<file path="config.mk">
export PLATFORM = sky130hd
export DESIGN_NAME = hazard_controller
export DESIGN_NICKNAME = d
export VERILOG_FILES = /design/src/rtl/cpu_types_pkg.sv /design/src/rtl/hazard_controller.sv
export SDC_FILE = /design/constraint.sdc
export NUM_CORES = 1
export LEC_CHECK = 0
export BUFFER_PORTS_ARGS = -buffer_cell sky130_fd_sc_hd__buf_2
export CORE_ASPECT_RATIO = 1.2
export CORE_UTILIZATION = 54
export DETAILED_ROUTE_END_ITERATION = 6
export PLACE_DENSITY = 0.95
export SLEW_MARGIN = 20
export SYNTH_ARGS = -nofsm -noshare
export SYNTH_HDL_FRONTEND = slang
export SYNTH_SLANG_ARGS = --single-unit
</file>
<file path="constraint.sdc">
create_clock -name CLK -period 5.94 [get_ports CLK]
set_clock_uncertainty 0.05 [all_clocks]
set_input_delay 0 -clock CLK [delete_from_list [all_inputs] [get_ports CLK]]
set_output_delay 0 -clock CLK [all_outputs]
set_load 0.01 [all_outputs]
</file>
<file path="src/rtl/cpu_types_pkg.sv">
// -----------------------------------------------------------------------------
// cpu_types_pkg
// Shared types for the 5-stage MIPS pipeline.
//   regbits_t      : register-select field (rs/rt/rd)
//   hazard_state_t : hazard controller sequencer states
// -----------------------------------------------------------------------------
package cpu_types_pkg;

    localparam int REGBITS_W = 5;

    typedef logic [REGBITS_W-1:0] regbits_t;

    typedef enum logic [1:0] {
        RUN       = 2'd0,
        DMEM_WAIT = 2'd1,
        DRAIN     = 2'd2,
        HALTED    = 2'd3
    } hazard_state_t;

endpackage : cpu_types_pkg

</file>
<file path="src/rtl/hazard_controller.sv">
// -----------------------------------------------------------------------------
// hazard_controller
// Central stall/flush sequencer for the 5-stage pipeline.
//   Inputs : CLK, nRST (async, active-low), ihit/dhit cache status, decode
//            operands (de_rs, de_rt, de_uses_rt), execute load info
//            (ex_dREN, ex_wsel), memory access (mem_dREN, mem_dWEN),
//            branch resolution (ex_taken), halt markers (de_halt, wb_halt).
//   Outputs: pc_en, per-latch enables (fd/de/em/mw_en) and flushes
//            (fd/de/em/mw_flush, flush dominates enable), sticky halt and a
//            saturating stall-cycle counter stall_cnt.
// Enables/flushes are combinational; state, halt and stall_cnt are registered.
// -----------------------------------------------------------------------------
module hazard_controller
    import cpu_types_pkg::*;
#(
    parameter int CNT_W = 32,
    parameter int REG_W = 5
) (
    input  logic             CLK,
    input  logic             nRST,
    input  logic             ihit,
    input  logic             dhit,
    input  logic [REG_W-1:0] de_rs,
    input  logic [REG_W-1:0] de_rt,
    input  logic             de_uses_rt,
    input  logic             ex_dREN,
    input  logic [REG_W-1:0] ex_wsel,
    input  logic             mem_dREN,
    input  logic             mem_dWEN,
    input  logic             ex_taken,
    input  logic             de_halt,
    input  logic             wb_halt,
    output logic             pc_en,
    output logic             fd_en,
    output logic             de_en,
    output logic             em_en,
    output logic             mw_en,
    output logic             fd_flush,
    output logic             de_flush,
    output logic             em_flush,
    output logic             mw_flush,
    output logic             halt,
    output logic [CNT_W-1:0] stall_cnt
);

    hazard_state_t    state_q, state_d;
    logic             halt_q, halt_d;
    logic [CNT_W-1:0] cnt_q;

    logic dmem_busy;
    logic lu;
    logic in_drain;

    assign dmem_busy = (mem_dREN | mem_dWEN) & ~dhit;
    // Register 0 is hard-wired zero, so a load targeting it never creates a hazard.
    assign lu = ex_dREN & (ex_wsel != {REG_W{1'b0}}) &
                ((ex_wsel == de_rs) | (de_uses_rt & (ex_wsel == de_rt)));
    assign in_drain = (state_q == DRAIN);

    // Next-state, halt and enable/flush decode.
    always_comb begin
        state_d  = state_q;
        halt_d   = halt_q;
        pc_en    = 1'b0;
        fd_en    = 1'b0;
        de_en    = 1'b0;
        em_en    = 1'b0;
        mw_en    = 1'b0;
        fd_flush = 1'b0;
        de_flush = 1'b0;
        em_flush = 1'b0;
        mw_flush = 1'b0;

        if (!nRST) begin
            // Reset loads bubbles everywhere, visible immediately.
            fd_flush = 1'b1;
            de_flush = 1'b1;
            em_flush = 1'b1;
            mw_flush = 1'b1;
        end else begin
            case (state_q)
                RUN, DMEM_WAIT, DRAIN: begin
                    if ((state_q == DMEM_WAIT) && !dhit) begin
                        // Frozen: ihit ignored, fetch is retried after release.
                        state_d = DMEM_WAIT;
                    end else if ((state_q != DMEM_WAIT) && dmem_busy) begin
                        state_d = in_drain ? DRAIN : DMEM_WAIT;
                    end else begin
                        // Release from DMEM_WAIT behaves as RUN with the memory free.
                        state_d = in_drain ? DRAIN : RUN;
                        if (ex_taken) begin
                            // Wrong-path fetch/decode squashed; beats lu and de_halt.
                            pc_en    = 1'b1;
                            fd_flush = 1'b1;
                            de_flush = 1'b1;
                            em_en    = 1'b1;
                            mw_en    = 1'b1;
                        end else if (lu) begin
                            // One bubble into execute; decode holds.
                            de_flush = 1'b1;
                            em_en    = 1'b1;
                            mw_en    = 1'b1;
                        end else if (de_halt && !in_drain) begin
                            state_d  = DRAIN;
                            fd_flush = 1'b1;
                            de_en    = 1'b1;
                            em_en    = 1'b1;
                            mw_en    = 1'b1;
                        end else begin
                            pc_en    = ihit;
                            fd_en    = ihit;
                            fd_flush = ~ihit;
                            de_en    = 1'b1;
                            em_en    = 1'b1;
                            mw_en    = 1'b1;
                        end
                        // Draining: nothing new enters the pipe.
                        if (in_drain) begin
                            pc_en    = 1'b0;
                            fd_en    = 1'b0;
                            fd_flush = 1'b1;
                        end else begin
                            fd_en    = fd_en & ~fd_flush;
                        end
                    end
                    // The halt instruction retiring ends the drain.
                    if (in_drain && wb_halt) begin
                        state_d = HALTED;
                        halt_d  = 1'b1;
                    end else begin
                        halt_d  = halt_q;
                    end
                end
                HALTED: begin
                    state_d = HALTED;
                    halt_d  = 1'b1;
                end
                default: begin
                    state_d = RUN;
                    halt_d  = 1'b0;
                end
            endcase
        end
    end

    // State and sticky halt registers.
    always_ff @(posedge CLK or negedge nRST) begin
        if (!nRST) begin
            state_q <= RUN;
            halt_q  <= 1'b0;
        end else begin
            state_q <= state_d;
            halt_q  <= halt_d;
        end
    end

    // Saturating count of cycles with the PC frozen before halting.
    always_ff @(posedge CLK or negedge nRST) begin
        if (!nRST) begin
            cnt_q <= {CNT_W{1'b0}};
        end else if ((state_q != HALTED) && !pc_en && (cnt_q != {CNT_W{1'b1}})) begin
            cnt_q <= cnt_q + {{(CNT_W-1){1'b0}}, 1'b1};
        end else begin
            cnt_q <= cnt_q;
        end
    end

    assign halt      = halt_q;
    assign stall_cnt = cnt_q;

endmodule : hazard_controller

</file>
# Word level (Yosys, flattened, before mapping)
# Cells that the tools add are included.
# totals
reg_bits	35
wordCells	94
# classes
addsub	1
n_eq_ne	9
mux	58
bitwise_logic	10
n_reduce_logical	13
# op_table
operator	count
two-way mux 1 bit	48
adder 32 x 1 -> 32 bit (second input constant)	1
inequality test 32 bit (second input constant)	1
two-way mux 2 bit	8
equality test 5 bit	2
logical AND 1 bit	6
bitwise AND 1 bit	5
nonzero test 5 bit	1
equality test 2 bit (second input constant)	2
inequality test 2 bit (second input constant)	2
one-hot mux 2 bit (2 select lines)	1
logical NOT 1 bit	3
NOT 1 bit	3
OR reduction 3 bit	1
equality test 2 x 1 -> 1 bit (second input constant)	1
logical NOT 2 bit	1
inequality test 2 x 1 -> 1 bit (second input constant)	1
bitwise OR 1 bit	2
one-hot mux 1 bit (2 select lines)	1
AND reduction 2 bit	1

# Logic depth before layout (Yosys ltp)
# depth
depth_word	17
depth_mapped	8
mapped_depth_nobuf	7

# Worst setup path after synthesis
# OpenSTA, ideal clock, no wires.
# synth_timing
path_kind	reg-to-reg
startpoint	reg cnt_q[10] (netlist: stall_cnt[10])
endpoint	reg cnt_q[1] (netlist: stall_cnt[1])
setup_time_ps	125
arrival_time_ps	2037
required_ps	5765
setup_slack_ps	3728
path_stages_with_launch	7
period_less_slack_ps	2212
path_cell_list	dfrtp_1 nand4_1 or4_1 buf_2 or3_4 nand2_1 mux2_2
# synth_between
elab_chain_cells	2
# synth_rtl
element	line	rtl
start, declared	hazard_controller.sv:48	logic [CNT_W-1:0] cnt_q;
start signal, assigned	hazard_controller.sv:160	cnt_q <= {CNT_W{1'b0}};
start signal, assigned	hazard_controller.sv:162	cnt_q <= cnt_q + {{(CNT_W-1){1'b0}}, 1'b1};
start signal, assigned	hazard_controller.sv:164	cnt_q <= cnt_q;
inequality test 32 bit	hazard_controller.sv:161	end else if ((state_q != HALTED) && !pc_en && (cnt_q != {CNT_W{1'b1}})) begin
logical AND 1 bit	hazard_controller.sv:161	
# No other way between the ends.
# A chain may end at the register's enable or synchronous reset.

# Worst setup path in the final report
# Same ends and word-level chain as after synthesis.

==> metrics.md <==
| Metric | Value |
|---|---|
| Top Family by Delay on Critical Path | simple AND/OR/NAND/NOR gates |
| Clock slew at reported path FFs | 0.07 ns |
| Syn_nets | approximately 240 |
| NumNets Final | ~300 |
| Largest net degree at the start of global routing | 44 |
| Largest fanout on the critical path | 11 |
| Seq. cell area | a little under 900 sq um |
| Combinational Power Share | around 13% |
| Worst setup path start | stall_cnt[10]$_DFFE_PN0P_ |
| Detail Route Antenna Nets | 0 |
| Setup violators final | 0 |
| Failing checks | design-rule violations |
| TritonRoute pass-1 iters | 6 |
| Area delta synth->final | 23.0% |
| Commonest non-fill, non-tap cell in the layout | buf_2 |
| First-pass GRT wire length | 7420 um |
| Clock Sinks | 35 |
| Hold WC Path Type | in2reg |
| Max_slew headroom | a little over half |
| H-tree depth | 2 |
| Peak Freq | about 410 MHz |
| CTS buffer count | 5 |
| Clk pwr share | between 30% and 40% |
| PD cells | ~200 mW/mm^2 |
| Vias per inst | 5.76 |
| Synth Cell Area | slightly below 0.002 sq mm |
| Overall Power | between 0.4 and 0.5 mW |
| CTS tree | done |
| Main flop type after synthesis | dfrtp_1 |
| Routed length per instance | between 10 and 15 um |
| Overall Global Routing Usage | about 26% |
| Slew @ Worst Pin | just over 0.7 ns |
| Postcts setup bufs | 0 |
| Fin Setup TNS | 0 ns |
| EDFF count, synth | 0 |
| Leak | 1.13 nW |
| Die area | ~0.0039 sq mm |
| Initial antenna violation count | 0 |
| Run status | complete, but fails checks |
| Post-synthesis cell count | about 210 |
| Fill count | around 250 |
| Wirelength, routed | around 4700 um |
| Slew Limit Fails | 0 |
| Root Buffer | clkbuf_8 |
| CP peak stage delay | ~0.66 ns |
| Internal power | roughly 0.36 mW |
| Skew-Pair Late Insertion Delay | 0.30 ns |
| Sw Pwr | roughly 0.13 mW |
| Tmin final | 2.41 ns |
| Vias in the first global route | around 1800 |
| Count of buffers from port buffering | between 60 and 70 |
| Vias | between 1500 and 2000 |
| Die height | approximately 68 um |
| YS warnings | 0 |
| Most frequent cells in the layout | buf_2 (67), dfrtp_1 (35), xnor2_1 (31) |
| Footprint of the multi-input gates | 0.00104 sq mm |
| GP Congestion | a little under 0.9 |
| Initial Util | 57.8% |
| Worst Setup Start Kind | register |
| Row Count | 23 |
| Tcrit/Tclk final | between 40% and 50% |
| Number of diodes | 0 |
| CP Capture Type | register |
| CP max-delay cell | or4_1 |
| Post-synthesis async set-or-reset flop share | 100% |
| CP required | between 6 and 7 ns |
| Max-cap viol count | 0 |
| GRT Residual Overflow | 0 |
| Min-delay src | dhit |
| Bufs and invs on worst path | 0 |
| Maximum vdd drop | ~0.17 mV |
| Cells along the critical path | nand4_1, or4_1, or3_4, nand2_1, mux2_2 |
| Sw Share | 26.2% |
| Fraction of layout cells with a size suffix above 1 | between 20% and 30% |
| Clock Path Buffers | 2 |
| WHS | 0.0292 ns |
| Synthesized area per cell | 9.48 sq um |
| Crit path DAT | approximately 2.6 ns |
| Yosys cell types | 38 |
| IO Pins | slightly below 70 |
| 1st-iter DRT viols | ~80 |
| Seq/Total Area, Yosys | 44.2% |
| Die width | between 50 and 60 um |
| Reg-to-Reg Start | stall_cnt[10]$_DFFE_PN0P_ |
| Placed wire-length estimate | between 3000 and 4000 um |
| Final Hold Fails | 0 |
| DRC Markers | 7 |
| Seq pwr share | 54.1% |
| RSZ-0062 raised after global routing | no |
| Placeable Area | between 0.003 and 0.004 sq mm |
| CP Class | reg2reg |
| Synth Register Bits | 35 |
[power by group through the flow]
stage	combinational (mW)	sequential, mW	clock, mW
after floorplan	0.0240	0.267	0
after global placement	0.0569	0.263	0
after detailed placement	0.0603	0.264	0
after CTS	0.0620	0.260	0.161
after global routing	0.0696	0.263	0.169
final	0.0618	0.261	0.160
[synthesized netlist by cell type, types with 2 or more instances]
cell type / n / area share [%]
inv_1: 8 / 1.5
xor2_1: 10 / 4.4
nor4_1: 3 / 0.95
o211ai_1: 2 / 0.76
or2_2: 2 / 0.63
and3_1: 4 / 1.3
nor2_1: 18 / 3.4
nand3_1: 15 / 3.8
nand2_1: 11 / 2.1
and4_1: 2 / 0.88
nand4_1: 16 / 5.1
nor3b_1: 5 / 1.9
xnor2_1: 31 / 14
or4_1: 2 / 0.76
buf_2: 2 / 0.51
dfrtp_1: 35 / 44
o21ai_0: 7 / 1.8
clkbuf_1: 3 / 0.57
nor3_1: 5 / 1.3
a21oi_1: 6 / 1.5
buf_4: 2 / 0.76
nand2b_1: 2 / 0.63
or3_1: 3 / 0.95
[worst paths after layout]
check	endpoint	slack (ns)	depth (start not counted)
max	stall_cnt[1]$_DFFE_PN0P_	3.53	5
min	state_q[0]$_DFFE_PN0P_	0.03	4
max reg2reg	stall_cnt[1]$_DFFE_PN0P_	3.53	5
min reg2reg	halt$_DFFE_PN0P_	0.41	1
max in group asynchronous	stall_cnt[9]$_DFFE_PN0P_	5.26	3
min in group asynchronous	stall_cnt[17]$_DFFE_PN0P_	0.24	3
[metal layers]
layer | global-route usage (%) | vias up | wire [um]
met5 | 0 | - | 0
met4 | 19.2 | 0 | 180
met3 | 8.32 | 21 | 236
met2 | 43.1 | 58 | 2430
met1 | 26.9 | 856 | 1850
li1 | - | 878 | -
[per-stage QoR]
step                setup slack [ns]  util (%)  instances  instance area [sq um]
finish                          3.53      71.1        315                   2440
global route                    3.42      71.1        315                   2440
detailed placement              3.51      67.9        306                   2330
CTS                             3.52      70.9        315                   2430
floorplan                       3.73         -        209                   1980
global placement                3.61      67.9        306                   2330
[worst reg2reg max path, delay by kind of cell, from the launching register on]
family | cells | cell delay, ns
and+or+nand+nor | 4 | 1.46
muxes | 1 | 0.34
DFF | 1 | 0.46
[layout make-up]
| class | count | area share (%) |
|---|---|---|
| flip-flops and latches | 35 | 36.0 |
| inverters | 8 | 1.23 |
| multi-input cells | 158 | 42.6 |
| well taps | 37 | 1.90 |
| repair buffers | 71 | 15.3 |
| clock buffers | 6 | 2.98 |
[what timing repair did]
item                                    in CTS  in global routing
hold endpoints to repair                    37                  0
resized for setup                            0                  0
hold buffers                                 3                  0
endpoints found under the setup margin       0                  0
[logic make-up (layout without fill, tap and decap cells)]
logic type / after synthesis / count (layout) / share of synthesized area [%]
xor gates and xnor gates: 41 / 41 / 18.1
AOI/OAI and AO/OA: 21 / 21 / 6.44
adders and majority gates: 1 / 1 / 0.632
muxes: 1 / 1 / 0.569
and+or+nand+nor: 94 / 94 / 26.1
DFF: 35 / 35 / 44.2
buffers and inverters: 16 / 85 / 3.92
[registers in the layout, summed over array words and instances (netlist names)]
register,flops
state_q,2
stall_cnt,32
halt,1
(Power assumes the default switching activity.)
